[src/rtl/robin_pkg.sv]
// Shared constants for the serial monitor loader: host opcodes, reply bytes and FSM states.
package robin_pkg;

  localparam logic [7:0] CMD_LOAD = 8'h4C;
  localparam logic [7:0] CMD_READ = 8'h52;
  localparam logic [7:0] CMD_HALT = 8'h48;
  localparam logic [7:0] CMD_EXEC = 8'h58;

  localparam logic [7:0] RSP_ERR  = 8'h3F;
  localparam logic [7:0] RSP_BUSY = 8'h21;

  typedef enum logic [3:0] {
    IDLE,
    ADDRH,
    ADDRL,
    LENH,
    LENL,
    WDATA,
    RADDR,
    RWAIT1,
    RWAIT2,
    RSEND,
    TXWAIT,
    HALTWAIT,
    START
  } loader_state_t;

endpackage

[src/rtl/loader_timeout.sv]
// Idle-gap watchdog: counts clocks since the last clear and holds expired once the limit is reached.
module loader_timeout #(
  parameter int unsigned limit = 12000000
) (
  input  logic clk,
  input  logic resetn,
  input  logic clear,
  output logic expired
);

  localparam int unsigned width = $clog2(limit + 1);

  logic [width-1:0] count;

  assign expired = (count == width'(limit));

  // Saturates at the limit so a long idle period cannot wrap back to zero.
  always_ff @(posedge clk or negedge resetn) begin
    if (!resetn) begin
      count <= '0;
    end else if (clear) begin
      count <= '0;
    end else if (!expired) begin
      count <= count + 1'b1;
    end
  end

endmodule

[src/rtl/monitor_loader.sv]
// Serial boot monitor: parses host commands from the UART, loads/reads the shared byte memory
// and controls cpu halt/reset/start address.
module monitor_loader
  import robin_pkg::*;
#(
  parameter int unsigned addr_width = 9,
  parameter int unsigned timeout    = 12000000
) (
  input  logic                  clk,
  input  logic                  resetn,
  input  logic [7:0]            rx_data,
  input  logic                  rx_valid,
  output logic [7:0]            tx_data,
  output logic                  tx_start,
  input  logic                  tx_busy,
  output logic [addr_width-1:0] mem_raddr,
  output logic [addr_width-1:0] mem_waddr,
  output logic [7:0]            mem_data_in,
  output logic                  mem_write,
  input  logic [7:0]            mem_data_out,
  output logic                  mem_owner,
  output logic [addr_width-1:0] start_address,
  output logic                  cpu_reset,
  output logic                  cpu_halt,
  input  logic                  cpu_halted
);

  loader_state_t         state;
  logic [7:0]            opcode;
  logic [7:0]            addr_hi;
  logic [addr_width-1:0] addr;
  logic [7:0]            len_hi;
  logic [15:0]           count;
  logic [7:0]            checksum;
  logic                  expired;
  logic                  receiving;
  logic [15:0]           len_full;

  assign receiving = state inside {ADDRH, ADDRL, LENH, LENL, WDATA};
  assign len_full  = {len_hi, rx_data};

  loader_timeout #(
    .limit(timeout)
  ) u_timeout (
    .clk    (clk),
    .resetn (resetn),
    .clear  (rx_valid),
    .expired(expired)
  );

  always_ff @(posedge clk or negedge resetn) begin
    if (!resetn) begin
      state         <= IDLE;
      opcode        <= 8'h00;
      addr_hi       <= 8'h00;
      addr          <= '0;
      len_hi        <= 8'h00;
      count         <= 16'd0;
      checksum      <= 8'h00;
      tx_data       <= 8'h00;
      tx_start      <= 1'b0;
      mem_raddr     <= '0;
      mem_waddr     <= '0;
      mem_data_in   <= 8'h00;
      mem_write     <= 1'b0;
      mem_owner     <= 1'b1;
      start_address <= '0;
      cpu_reset     <= 1'b1;
      cpu_halt      <= 1'b1;
    end else begin
      tx_start  <= 1'b0;
      mem_write <= 1'b0;
      // Held from power-up until the first start; afterwards only the START pulse survives.
      cpu_reset <= cpu_reset & cpu_halt;
      if (receiving && expired && !rx_valid) begin
        state <= IDLE;
      end else begin
        case (state)
          IDLE: if (rx_valid) begin
            opcode <= rx_data;
            case (rx_data)
              CMD_LOAD, CMD_READ, CMD_EXEC: state <= ADDRH;
              CMD_HALT: begin
                cpu_halt <= 1'b1;
                state    <= HALTWAIT;
              end
              default: begin
                tx_data <= RSP_ERR;
                state   <= TXWAIT;
              end
            endcase
          end
          ADDRH: if (rx_valid) begin
            addr_hi <= rx_data;
            state   <= ADDRL;
          end
          ADDRL: if (rx_valid) begin
            addr  <= addr_width'({addr_hi, rx_data});
            state <= (opcode == CMD_EXEC) ? START : LENH;
          end
          LENH: if (rx_valid) begin
            len_hi <= rx_data;
            state  <= LENL;
          end
          LENL: if (rx_valid) begin
            count    <= len_full;
            checksum <= 8'h00;
            if (opcode == CMD_LOAD) begin
              if (len_full == 16'd0) begin
                tx_data <= mem_owner ? 8'h00 : RSP_BUSY;
                state   <= TXWAIT;
              end else begin
                state <= WDATA;
              end
            end else if (!mem_owner) begin
              tx_data <= RSP_BUSY;
              state   <= TXWAIT;
            end else if (len_full == 16'd0) begin
              state <= IDLE;
            end else begin
              state <= RADDR;
            end
          end
          // Without memory ownership the payload is still consumed so the host stays in sync.
          WDATA: if (rx_valid) begin
            if (mem_owner) begin
              mem_waddr   <= addr;
              mem_data_in <= rx_data;
              mem_write   <= 1'b1;
            end
            addr     <= addr + 1'b1;
            checksum <= checksum + rx_data;
            count    <= count - 1'b1;
            if (count == 16'd1) begin
              tx_data <= mem_owner ? (checksum + rx_data) : RSP_BUSY;
              state   <= TXWAIT;
            end
          end
          RADDR: begin
            mem_raddr <= addr;
            addr      <= addr + 1'b1;
            state     <= RWAIT1;
          end
          RWAIT1: state <= RWAIT2;
          RWAIT2: state <= RSEND;
          RSEND: if (!tx_busy) begin
            tx_data  <= mem_data_out;
            tx_start <= 1'b1;
            count    <= count - 1'b1;
            state    <= (count == 16'd1) ? IDLE : RADDR;
          end
          TXWAIT: if (!tx_busy) begin
            tx_start <= 1'b1;
            state    <= IDLE;
          end
          HALTWAIT: if (cpu_halted) begin
            mem_owner <= 1'b1;
            tx_data   <= CMD_HALT;
            state     <= TXWAIT;
          end
          START: begin
            start_address <= addr;
            cpu_reset     <= 1'b1;
            cpu_halt      <= 1'b0;
            mem_owner     <= 1'b0;
            tx_data       <= CMD_EXEC;
            state         <= TXWAIT;
          end
          default: state <= IDLE;
        endcase
      end
    end
  end

endmodule

[config.mk]
export PLATFORM = sky130hd
export DESIGN_NAME = monitor_loader
export DESIGN_NICKNAME = d
export VERILOG_FILES = /design/src/rtl/robin_pkg.sv /design/src/rtl/loader_timeout.sv /design/src/rtl/monitor_loader.sv
export SDC_FILE = /design/constraint.sdc
export NUM_CORES = 1
export LEC_CHECK = 0
export ABC_AREA = 0
export CELL_PAD_IN_SITES_DETAIL_PLACEMENT = 0
export CELL_PAD_IN_SITES_GLOBAL_PLACEMENT = 2
export CORE_MARGIN = 2
export CORE_UTILIZATION = 44
export DETAILED_ROUTE_END_ITERATION = 10
export DONT_BUFFER_PORTS = 1
export GPL_TIMING_DRIVEN = 0
export PLACE_DENSITY_LB_ADDON = 0.1
export SETUP_SLACK_MARGIN = 0.5
export SLEW_MARGIN = 20
export SYNTH_ARGS = -nofsm -noshare
export SYNTH_HDL_FRONTEND = slang
export SYNTH_SLANG_ARGS = --single-unit
[constraint.sdc]
create_clock -name clk -period 6.58 [get_ports clk]
set_input_delay 0.329 -clock clk [delete_from_list [all_inputs] [get_ports clk]]
set_output_delay 0.329 -clock clk [all_outputs]
set_load 0.1 [all_outputs]
==> metrics.csv <==
stage,metric,value,unit
floorplanning,die_area,0.0161,mm²
routing,num_vias,5295,
global_route,grt_first_pass_wirelength,28.2,mm
timing,finClkSkew,0.00497,ns
floorplanning,row_count,44,
yosys,synthCells,675,
routing,wire_per_inst,19.5,µm
setup_path,reg2reg_slack,3.80,ns
yosys,yosys_most_used_dff,dfrtp_1,
clock_tree,cts.clk_slew.worst_paths,0.06,ns
yosys,ys_types,61,
global_route,grt-ovfl-total,0,
clock_tree,numClockSinks,126,
floorplanning,io_pins,69,
placement,dp_hpwl,12.1,mm
setup_path,worstPathArrival,3.09,ns
setup_path,reg2reg_depth,7,
clock_tree,clk-insertion-delay-late,0.43,ns
hold_path,min_from,rx_data[5],
routing,via_per_inst,5.92,
pwr,peakVddDrop,255,µV
clock_tree,htree_levels,4,
yosys,async_flop_share,1.00,
clock_tree,ctsResizeCount,0,
run_status,outcome,completed,
routing,drt_iter0_drc,282,
final_layout,fin_area,0.00758,mm²
setup_path,startpoint_type,flop,
hold_path,min_path_cells,1,
timing,fin_crit_sh,0.422,
floorplanning,die_h,127,µm
timing,fin_crit,2.78,ns
clock_tree,clock_tree.root_cell,clkbuf_16,
timing,setup_viol,0,
hold_path,hold_end,mem_data_in[5],
clock_tree,numCtsBuffers,17,
floorplanning,dieWidth,127,µm
placement,dpl_cell_area,0.00689,mm²
yosys,synth_nets,709,
routing,drc_errors,0,
timing,hold_viol,0,
flow_run,maxCapViolations,0,
routing,wl,17.4,mm
pwr,power.density,543,mW/mm²
placement,dp_cells,859,
timing,slew_violations,0,
global_route,grt_usage,0.225,
setup_path,rr_endpoint,count[12],
routing,firstDrtPassIters,4,
final_layout,areaGrowthSynthToFinish,13.8,%
yosys,synth.avg_cell_area,9.87,µm²
clock_tree,clk_path_buf_depth,2,
setup_path,crit_required,6.89,ns
clock_tree,cts_tree,yes,
timing,slew_headroom,0.372,
floorplanning,core_area,0.0146,mm²
timing,rsz0062_at_grt,false,
floorplanning,initial_core_util,0.455,
yosys,yosysSeqAreaShare,0.474,
yosys,ys_warn_count,0,
final_layout,final_layout_size_suffix_gt1_frac,0.158,
yosys,ys_ff_latch,126,
placement,dp_slack,3.85,ns
timing,fin_ws,3.80,ns
timing,whs,0.0520,ns
final_layout,insertedDiodeCount,0,
final_layout,instances_no_fill,894,
final_layout,final_cell_mix,"dfrtp_1 (123), nor2_1 (71), mux2_2 (59)",
hold_path,hp-class,input pin to flop,
setup_path,crit_type,flop to flop,
timing,timing.setup.tns,0,ns
yosys,synthesis.area,0.00666,mm²
timing,fmax,360,MHz
yosys,synth-edff-count,0,
global_route,grt_max_degree,127,
final_layout,fin_nets,731,
setup_path,r2r_start,state[3],
global_route,grt_pass1_vias,5235,
pwr,p_leak,3.13,nW
setup_path,end_kind,flop,
placement,portBuffers,0,
final_layout,final_common_cell,dfrtp_1,
timing,worstMarginPinSlew,0.938,ns
placement,gp_congestion,0.883,
routing,ant_nets,0,
setup_path,worst-path-max-fanout,10,
global_route,antenna_found_initial,0,
synth_stat cells, drive strengths merged, types with 3 or more instances:
library cell,number,area (µm²)
dfrtp,123,3080
nor2,71,267
mux2,59,664
nand2,53,199
a21oi,51,255
o21ai,40,200
nand3,28,140
clkbuf,25,93.8
xor2,18,158
nor3,14,80.1
xnor2,13,114
ha,12,150
inv,11,41.3
a31oi,9,56.3
nor4,9,56.3
or3,9,56.3
buf,8,36.3
nand4,8,50.1
o22a,7,61.3
o22ai,7,43.8
a211oi,6,57.6
nand2b,6,37.5
nor2b,6,37.5
or2,6,37.5
a21o,5,37.5
and2,5,31.3
nor4b,5,43.8
a22o,4,35.0
a22oi,4,30.0
nor4bb,4,40.0
or4,4,30.0
a211o,3,27.5
and3,3,18.8
dfstp,3,78.8
mux2i,3,30.0
o21a,3,22.5
o21bai,3,22.5
o2bb2ai,3,26.3
registers in the layout, indices dropped and copies added (netlist names), 4 cells and up:
| signal | flops |
|---|---|
| len_hi | 8 |
| opcode | 8 |
| start_address | 9 |
| mem_raddr | 9 |
| addr | 9 |
| mem_waddr | 9 |
| u_timeout.count | 24 |
| mem_data_in | 8 |
| checksum | 8 |
| tx_data | 8 |
| state | 4 |
| count | 16 |
worst max-delay path, stage by stage, from the launching register on:
cell and delay [ns]:
dfrtp_1 0.36, clkbuf_1 0.21, nand2b_1 0.25, clkbuf_1 0.27
a21oi_1 0.76, clkbuf_1 0.43, a31oi_1 0.16, o22a_1 0.22
worst max path at each step:
stage / endpoint / from
2_1_floorplan: tx_data[0] / opcode[1]
3_3_place_gp: count[11] / state[3]
3_5_place_dp: count[12] / state[3]
4_1_cts: count[12] / state[3]
5_1_grt: count[11] / state[3]
6_report: count[12] / state[3]
kinds of logic after synthesis:
kind of cell | after synthesis | share of synthesized area
xor gates and xnor gates | 31 | 0.0407
and+or+nand+nor | 241 | 0.182
adders and majority gates | 13 | 0.0255
AOI/OAI and AO/OA | 157 | 0.147
DFF | 126 | 0.474
buffers and inverters | 45 | 0.0263
muxes | 62 | 0.104
per-stage QoR:
stage                     power, mW   util
after CTS                      4.14  0.518
after global routing           4.33  0.518
after detailed placement       3.10  0.471
final                          4.12  0.518
after floorplan                2.83      -
after global placement         3.07  0.471
where the power goes:
group	leakage, nW	total (mW)	switching, mW	internal (mW)
Combinational	1.23	1.00	0.553	0.450
Clock	0.311	1.01	0.356	0.657
Sequential	1.59	2.11	1.08	1.03
Total	3.13	4.12	1.99	2.13
layer usage:
layer / up-vias / GRT usage / wire [µm]
met5: - / 0 / 0
met4: 0 / 0.0924 / 323
met3: 25 / 0.0394 / 522
met2: 113 / 0.363 / 8360
met1: 2663 / 0.302 / 8190
li1: 2494 / - / -
cell type report:
cell class	instances	area, µm²
fillers	1343	7060
multi-input cells	504	3330
flip-flops and latches	126	3160
clock buffers	20	457
well taps	184	230
clock inverters	12	185
plain buffers	33	130
repair buffers	3	47.5
inverters	12	45.0
repair_timing:
item                      in CTS  in global routing
hold endpoints to repair     127                  0
setup buffers                  0                  0
hold buffers                   3                  0
Power figures use the tool's default switching activity.
